$ cat src/rtl/run_monitor_pkg.sv
// Shared types and constants for the run monitor: FSM encoding, opcode width
// and the default halt opcode.
package run_monitor_pkg;

  localparam int OPC_W = 6;
  localparam logic [OPC_W-1:0] HALT_OPC_DEFAULT = 6'b010001;

  typedef enum logic [1:0] {
    IDLE = 2'd0,
    RUN  = 2'd1,
    DONE = 2'd2,
    TMO  = 2'd3
  } state_t;

endpackage

$ cat src/rtl/run_monitor_chan.sv
// One monitored channel: sticky halt flag, saturating retire counter and,
// when RUN_MONITOR_STALL_EN is defined, an idle counter driving a sticky stall flag.
module run_monitor_chan
  import run_monitor_pkg::*;
#(
  parameter int               CNT_W     = 32,
  parameter int               STALL_LIM = 64,
  parameter logic [OPC_W-1:0] HALT_OPC  = HALT_OPC_DEFAULT
) (
  input  logic             clk,
  input  logic             reset,
  input  logic             clear,
  input  logic             run,
  input  logic             valid,
  input  logic [OPC_W-1:0] opc,
  output logic             halted,
  output logic             halted_next,
  output logic             stall,
  output logic [CNT_W-1:0] retired
);

  logic accept;

  if (STALL_LIM < 1) begin : g_bad_stall_lim
    $error("run_monitor_chan: STALL_LIM must be at least 1");
  end

  // A halted channel stops listening; the halt instruction itself still retires.
  assign accept      = run & valid & ~halted;
  assign halted_next = halted | (accept & (opc == HALT_OPC));

  always_ff @(posedge clk or negedge reset) begin
    if (!reset) begin
      halted  <= 1'b0;
      retired <= '0;
    end else if (clear) begin
      halted  <= 1'b0;
      retired <= '0;
    end else if (accept) begin
      halted <= halted_next;
      if (~&retired) retired <= retired + 1'b1;
    end
  end

`ifdef RUN_MONITOR_STALL_EN
  localparam int IDLE_W = $clog2(STALL_LIM + 1);
  logic [IDLE_W-1:0] idle_cnt;

  // Idle count saturates at the limit so the flag cannot be lost to wrap-around.
  always_ff @(posedge clk or negedge reset) begin
    if (!reset) begin
      idle_cnt <= '0;
      stall    <= 1'b0;
    end else if (clear) begin
      idle_cnt <= '0;
      stall    <= 1'b0;
    end else if (valid) begin
      idle_cnt <= '0;
    end else if (run && !halted && idle_cnt != IDLE_W'(STALL_LIM)) begin
      idle_cnt <= idle_cnt + 1'b1;
      if (idle_cnt == IDLE_W'(STALL_LIM - 1)) stall <= 1'b1;
    end
  end
`else
  assign stall = 1'b0;
`endif

endmodule

$ cat src/rtl/run_monitor.sv
// Run monitor top: IDLE/RUN/DONE/TMO controller with cycle counter over NUM_CH
// channels. Optional stall detection is enabled by defining RUN_MONITOR_STALL_EN.
module run_monitor
  import run_monitor_pkg::*;
#(
  parameter int               NUM_CH    = 2,
  parameter int               INST_W    = 32,
  parameter logic [OPC_W-1:0] HALT_OPC  = HALT_OPC_DEFAULT,
  parameter int               CNT_W     = 32,
  parameter int               TIMEOUT   = 1000000,
  parameter int               STALL_LIM = 64
) (
  input  logic                      clk,
  input  logic                      reset,
  input  logic                      start,
  input  logic [NUM_CH-1:0]         inst_valid,
  input  logic [NUM_CH*INST_W-1:0]  inst,
  output logic                      busy,
  output logic                      done,
  output logic                      timeout,
  output logic [NUM_CH-1:0]         halted,
  output logic [NUM_CH-1:0]         stall,
  output logic [CNT_W-1:0]          cycle_cnt,
  output logic [NUM_CH*CNT_W-1:0]   retired_cnt
);

  state_t            state, state_nxt;
  logic              run, clear, tmo_hit;
  logic [NUM_CH-1:0] halted_nxt;
  logic              unused_operand_bits;

  assign run     = (state == RUN);
  assign clear   = start & ~run;
  assign tmo_hit = run && (cycle_cnt == CNT_W'(TIMEOUT - 1));

  // Only the opcode field is inspected; operand bits are deliberately unused.
  assign unused_operand_bits = ^inst;

  always_comb begin
    state_nxt = state;
    case (state)
      IDLE, DONE, TMO: if (start) state_nxt = RUN;
      RUN: begin
        if (&halted_nxt)  state_nxt = DONE;
        else if (tmo_hit) state_nxt = TMO;
      end
      default: state_nxt = IDLE;
    endcase
  end

  always_ff @(posedge clk or negedge reset) begin
    if (!reset) state <= IDLE;
    else        state <= state_nxt;
  end

  // Counter freezes at TIMEOUT-1 so it reads the last RUN cycle after a timeout.
  always_ff @(posedge clk or negedge reset) begin
    if (!reset)                                 cycle_cnt <= '0;
    else if (clear)                             cycle_cnt <= '0;
    else if (run && !tmo_hit && ~&cycle_cnt)    cycle_cnt <= cycle_cnt + 1'b1;
  end

  assign busy    = (state == RUN);
  assign done    = (state == DONE);
  assign timeout = (state == TMO);

  for (genvar i = 0; i < NUM_CH; i++) begin : g_ch
    run_monitor_chan #(
      .CNT_W     (CNT_W),
      .STALL_LIM (STALL_LIM),
      .HALT_OPC  (HALT_OPC)
    ) u_chan (
      .clk         (clk),
      .reset       (reset),
      .clear       (clear),
      .run         (run),
      .valid       (inst_valid[i]),
      .opc         (inst[i*INST_W + INST_W - 1 -: OPC_W]),
      .halted      (halted[i]),
      .halted_next (halted_nxt[i]),
      .stall       (stall[i]),
      .retired     (retired_cnt[i*CNT_W +: CNT_W])
    );
  end

endmodule

$ cat config.mk
export PLATFORM = sky130hd
export DESIGN_NAME = run_monitor
export DESIGN_NICKNAME = d
export VERILOG_FILES = /design/src/rtl/run_monitor_pkg.sv /design/src/rtl/run_monitor_chan.sv /design/src/rtl/run_monitor.sv
export SDC_FILE = /design/constraint.sdc
export NUM_CORES = 1
export LEC_CHECK = 0
export BUFFER_PORTS_ARGS = -buffer_cell sky130_fd_sc_hd__buf_2
export CORE_AREA = 2 2 115 117
export CTS_CLUSTER_DIAMETER = 150
export CTS_CLUSTER_SIZE = 10
export DETAILED_ROUTE_END_ITERATION = 8
export DIE_AREA = 0 0 117 119
export PLACE_DENSITY = 0.82
export SYNTH_ARGS = -nofsm -noshare
export SYNTH_HDL_FRONTEND = slang
export SYNTH_HIERARCHICAL = 1
export SYNTH_SLANG_ARGS = --single-unit
$ cat constraint.sdc
create_clock -name clk -period 2.3 [get_ports clk]
set_clock_uncertainty 0.2 [all_clocks]
set_input_delay 0.115 -clock clk [delete_from_list [all_inputs] [get_ports clk]]
set_output_delay 0.115 -clock clk [all_outputs]
set_load 0.1 [all_outputs]
Word level (Yosys, flattened, before mapping)
Index checks and enable logic that the tools add are counted.
{"block": "word_totals", "reg_bits": 100, "out_inout_bits": 103, "inputBits": 69}
{"block": "op_classes", "add_sub_neg": 3, "eq_ne": 10, "mux": 16, "n_bitwise": 12, "reduce_logical": 17}
{"cell": "$mux W32", "n": 8}
{"cell": "$add A32 B1 Y32 const B", "n": 3}
{"cell": "$reduce_and A32 Y1", "n": 3}
{"cell": "$eq A32 B20 Y1 const B", "n": 1}
{"cell": "$eq A6 B5 Y1 const B", "n": 2}
{"cell": "$reduce_and A2 Y1", "n": 4}
{"cell": "$and A1 B1 Y1", "n": 7}
{"cell": "$mux W2", "n": 3}
{"cell": "$ne A2 B2 Y1 const B", "n": 3}
{"cell": "$reduce_bool A2 Y1", "n": 3}
{"cell": "$eq A2 B2 Y1 const B", "n": 2}
{"cell": "$mux W1", "n": 4}
{"cell": "$pmux W2 S2", "n": 1}
{"cell": "$logic_and A1 B1 Y1", "n": 3}
{"cell": "$ne A3 B3 Y1 const B", "n": 1}
{"cell": "$not A1 Y1", "n": 3}
{"cell": "$reduce_or A3 Y1", "n": 1}
{"cell": "$eq A2 B1 Y1 const B", "n": 1}
{"cell": "$logic_not A1 Y1", "n": 2}
{"cell": "$logic_not A2 Y1", "n": 1}
{"cell": "$or A1 B1 Y1", "n": 2}

Logic depth before layout (Yosys ltp)
{"block": "depth", "word_depth": 8, "ltp_mapped": 9, "ltp_nobuf": 8}

Hierarchy
Netlist, hierarchy kept.
{"module": "run_monitor_chan", "area_each_um2": 2013.2, "n_inst": 2, "cells_per_inst": 218}
{"module": "run_monitor", "area_each_um2": 1961.9, "n_inst": 1, "cells_per_inst": 221}

Worst setup path before layout
Ideal clock, no wire load.
{"block": "synth_timing", "path_kind": "register -> register", "from": "reg cycle_cnt[21]", "to": "reg cycle_cnt[19]", "path_stages_with_launch": 9, "setup_slack_ns": -0.942, "arrival_ns": 2.918, "t_required_ns": 1.976, "path_cell_list": "dfrtp_1 -> nand4_1 -> or4_4 -> nor4_4 -> or2_1 -> buf_6 -> buf_8 -> nor3_1 -> a211o_1"}
{"block": "synth_between", "elab_chain_len": 6, "word_cells_on_any_way": 8, "cone_classes": "eq/ne: 1; reduce/logical: 7"}
{"item": "start: declaration", "line_no": "run_monitor.sv:23", "source": "output logic [CNT_W-1:0] cycle_cnt,"}
{"item": "start signal: assignment", "line_no": "run_monitor.sv:60", "source": "else if (run && !tmo_hit && ~&cycle_cnt) cycle_cnt <= cycle_cnt + 1'b1;"}
{"item": "$eq A32 B20 Y1", "line_no": "run_monitor.sv:34", "source": "assign tmo_hit = run && (cycle_cnt == CNT_W'(TIMEOUT - 1));"}
{"item": "$logic_and A1 B1 Y1", "line_no": "run_monitor.sv:34"}
{"item": "$logic_not A1 Y1", "line_no": "run_monitor.sv:60"}
{"item": "$logic_and A1 B1 Y1", "line_no": "run_monitor.sv:60"}
{"item": "$logic_and A1 B1 Y1 *", "line_no": "run_monitor.sv:60"}
{"item": "$reduce_bool A2 Y1 (no source line) *"}
Every way passes the cells marked *; elsewhere a longest branch is shown, timed or not.
A chain may end at the register's enable or synchronous reset.

Worst setup path in the final report
{"block": "layout_timing", "from": "reg cycle_cnt[31]", "to": "reg cycle_cnt[19]"}
The elaborated chain is that of the path after synthesis.

==> out/metrics.cfg <==
[synth]
ys_types = 54
ys_async_sr_fraction_pct = 100.0
synth-seq-cells = 100
ys_seq_area_share_pct = 41.79
synth_cells = 657
synth_area_um2 = 5988
syn_nets = 729
yosysWarnings = 6
synth_flop_cell = dfrtp_1
synth_edf_count = 0
post-synth-top-area-cell = dfrtp_1
synthTopCellsByArea = dfrtp_1 42%, a21oi_1 3.9%, nand3_1 3.8%
synth_top_area_share_pct = 41.79
synth.avg_cell_area_um2 = 9.115

[worst_setup_path]
critical_path_class = register to register
endpoint_kind = register
crit_slowest_cell = or4_4
reg2reg_depth = 7
rr_endpoint = cycle_cnt[19]
cp_cell_sequence = or4_4 > nor3_4 > a31o_4 > or2_4 > buf_8 > nor3_1 > a211o_1
start_kind = register
r2r_start = cycle_cnt[31]
critical-path-max-stage-delay_ps = 560
rrSetupSlack_ps = -130
cp.arrival_ps = 2460
cp.required_ps = 2340
cp_max_fo = 12

[floorplan]
fp.dieW_um = 117
die_h_um = 119
start_util_pct = 46.51
fp-row-count = 42
dieArea_um2 = 13920
coreArea_um2 = 12870
io_pins = 172

[route]
wl_per_cell_um = 17.68
drt_wl_total_mm = 18.56
drtIter0Drc = 629
vias = 6392
ant_nets = 0
vias_per_cell = 6.088
drc_errors = 0
firstDrtPassIters = 5

[pwr]
p_sw_share_pct = 50.83
p_int_mw = 4.511
power_density_nw_per_um2 = 1072
pwr-share-seq_pct = 27.6
combPwrFrac_pct = 55.9
power_frac_clock_pct = 16.5
leakage_nw = 3.732
p_switching_mw = 4.664
ir_drop_mv = 1.660

[hold_path]
hold_path.class = primary input to register
min_from = inst_valid[0]
min_to = g_ch[0].u_chan/halted
hold-path-cell-count = 3

[status]
violations = negative setup slack
outcome = complete, but fails checks

[flow_run]
maxCapViolCount = 0

[finish]
layout_common_cells = 116 x buf_2, 104 x buf_4, 54 x dfrtp_4, 50 x nand2_1, 42 x nand3_1
nNetsFinal = 941
fill_cells = 938
diodes = 0
drive_above_1_share_pct = 48.74
syn_to_final_growth_pct = 42.98
final_common_cell = buf_2
fin_cells = 1050
post-route-util_pct = 66.50

[global_routing]
grt_overflow = 0
grt_max_degree = 59
gr-usage-all-layers_pct = 25.84
grt_pass1_vias = 5987
grt_pass1_wl_mm = 28.97
antenna_found_initial = 0

[cts]
clkSinkCount = 100
cts_tree = built
cts_root_buf = clkbuf_16
cts_buffer_depth = 2
h-tree-depth = 3
clkSlewWorstSetupHoldPaths_ps = 70
cts_buffers = 9
insertion_delay_ps = 350

[place]
dpl.cell_count = 1022
dp_hpwl_mm = 12.93
io_buffer_count = 117
gp_congestion = 0.9310

[timing]
layout_min_cycle_time_ps = 2428
timing_hold_violations_final = 0
fin_ws_ps = -128.5
maxSlewViolCount = 0
setup_violations = 33
max_freq_ghz = 0.4118
grt_setup_unrepaired = yes
slew_headroom_pct = 43.66
tightest_slew_ps = 842.3
period_share_pct = 105.6

repair_timing:
action | in CTS | in global routing
resized for setup | 12 | 35
setup buffers | 2 | 6
endpoints found under the setup margin | 28 | 53
gates cloned | 0 | 1
hold buffers | 3 | 0
pin swaps | 6 | 15
hold endpoints to repair | 102 | 0
how the worst max path moves through the flow:
stage	from	to	slack, ps	cells past startpoint
2_1_floorplan	cycle_cnt[2]	cycle_cnt[30]	-250	8
3_3_place_gp	cycle_cnt[2]	cycle_cnt[5]	-100	7
3_5_place_dp	cycle_cnt[2]	cycle_cnt[5]	-200	7
4_1_cts	cycle_cnt[11]	cycle_cnt[17]	-30	7
5_1_grt	cycle_cnt[7]	cycle_cnt[5]	-160	7
6_report	cycle_cnt[31]	cycle_cnt[19]	-130	7
layer usage:
| layer | GRT usage (%) | wire (um) | vias to the layer above |
|---|---|---|---|
| li1 | - | - | 2915 |
| met1 | 34.83 | 7824 | 3132 |
| met2 | 40.68 | 8963 | 290 |
| met3 | 3.817 | 1088 | 55 |
| met4 | 12.21 | 688 | 0 |
| met5 | 0 | 0 | - |
critical path: cells and delay by family (launching register included):
family / cells / cell delay, ps
AND/OR/NAND/NOR: 4 / 1040
flip-flops: 1 / 490
AO/OA/AOI/OAI: 2 / 440
buffers and inverters: 1 / 140
stage by stage:
step,worst slack (ps),hold WS [ps],power [mW],setup TNS [ps],cell area (um^2)
final,-128.5,49.23,9.175,-1749,8562
after global routing,-161.8,51.22,9.578,-3136,8562
after CTS,-33.49,26.08,8.951,-204.1,8369
after global placement,-95.16,-181.4,7.200,-800.4,7994
after floorplan,-251.3,-380.6,6.080,-6410,6586
after detailed placement,-196.0,-183.8,7.341,-2294,7994
flip-flops by register name (all words and copies together) (netlist names):
signal / count
cycle_cnt: 32
g_ch.u_chan/halted: 2
g_ch.u_chan/retired: 64
state: 2
kinds of logic (layout without fill, tap and decap cells):
| family | Yosys count | in the layout | synth area share, % |
|---|---|---|---|
| mux | 13 | 13 | 2.675 |
| xor+xnor | 16 | 16 | 2.340 |
| other cells | 2 | 2 | 0.1254 |
| simple gates | 329 | 329 | 32.49 |
| buf+inv | 53 | 270 | 5.035 |
| flops | 100 | 100 | 41.79 |
| fa+ha+maj | 3 | 3 | 0.6269 |
| compound gates | 141 | 141 | 14.92 |
cells in the mapped netlist, types with 6 or more instances:
library cell and count:
inv_1 15, clkbuf_1 17, a2111oi_0 10, mux2i_1 7
o21ai_1 14, nor2b_1 8, nand2_1 55, a21oi_1 47
mux2_4 6, nand4_1 34, xnor2_1 16, nor4_1 10
buf_2 7, nor2_1 37, or4_1 26, and4_1 12
nand3_1 45, buf_6 9, o21ai_0 18, dfrtp_1 100
and3_1 25, o31ai_1 25, nor4b_1 8, or3_1 25
nor3_1 14
layout make-up:
class                   instances  area, um^2  area share (%)
flip-flops and latches        100        2755           32.18
well taps                     176       220.2           2.572
inverters                      15       60.06          0.7014
multi-input cells             504        3592           41.96
clock buffers                  14       254.0           2.967
repair buffers                239        1645           19.22
clock inverters                 2       35.03          0.4092
power groups by stage:
| stage | Clock, mW | Combinational [mW] | Sequential (mW) |
|---|---|---|---|
| after global routing | 1.64 | 5.37 | 2.57 |
| final | 1.51 | 5.13 | 2.53 |
| after global placement | 0 | 4.68 | 2.52 |
| after CTS | 1.56 | 4.88 | 2.51 |
| after floorplan | 0 | 1.40 | 4.68 |
| after detailed placement | 0 | 4.80 | 2.54 |
(Power assumes the default switching activity.)
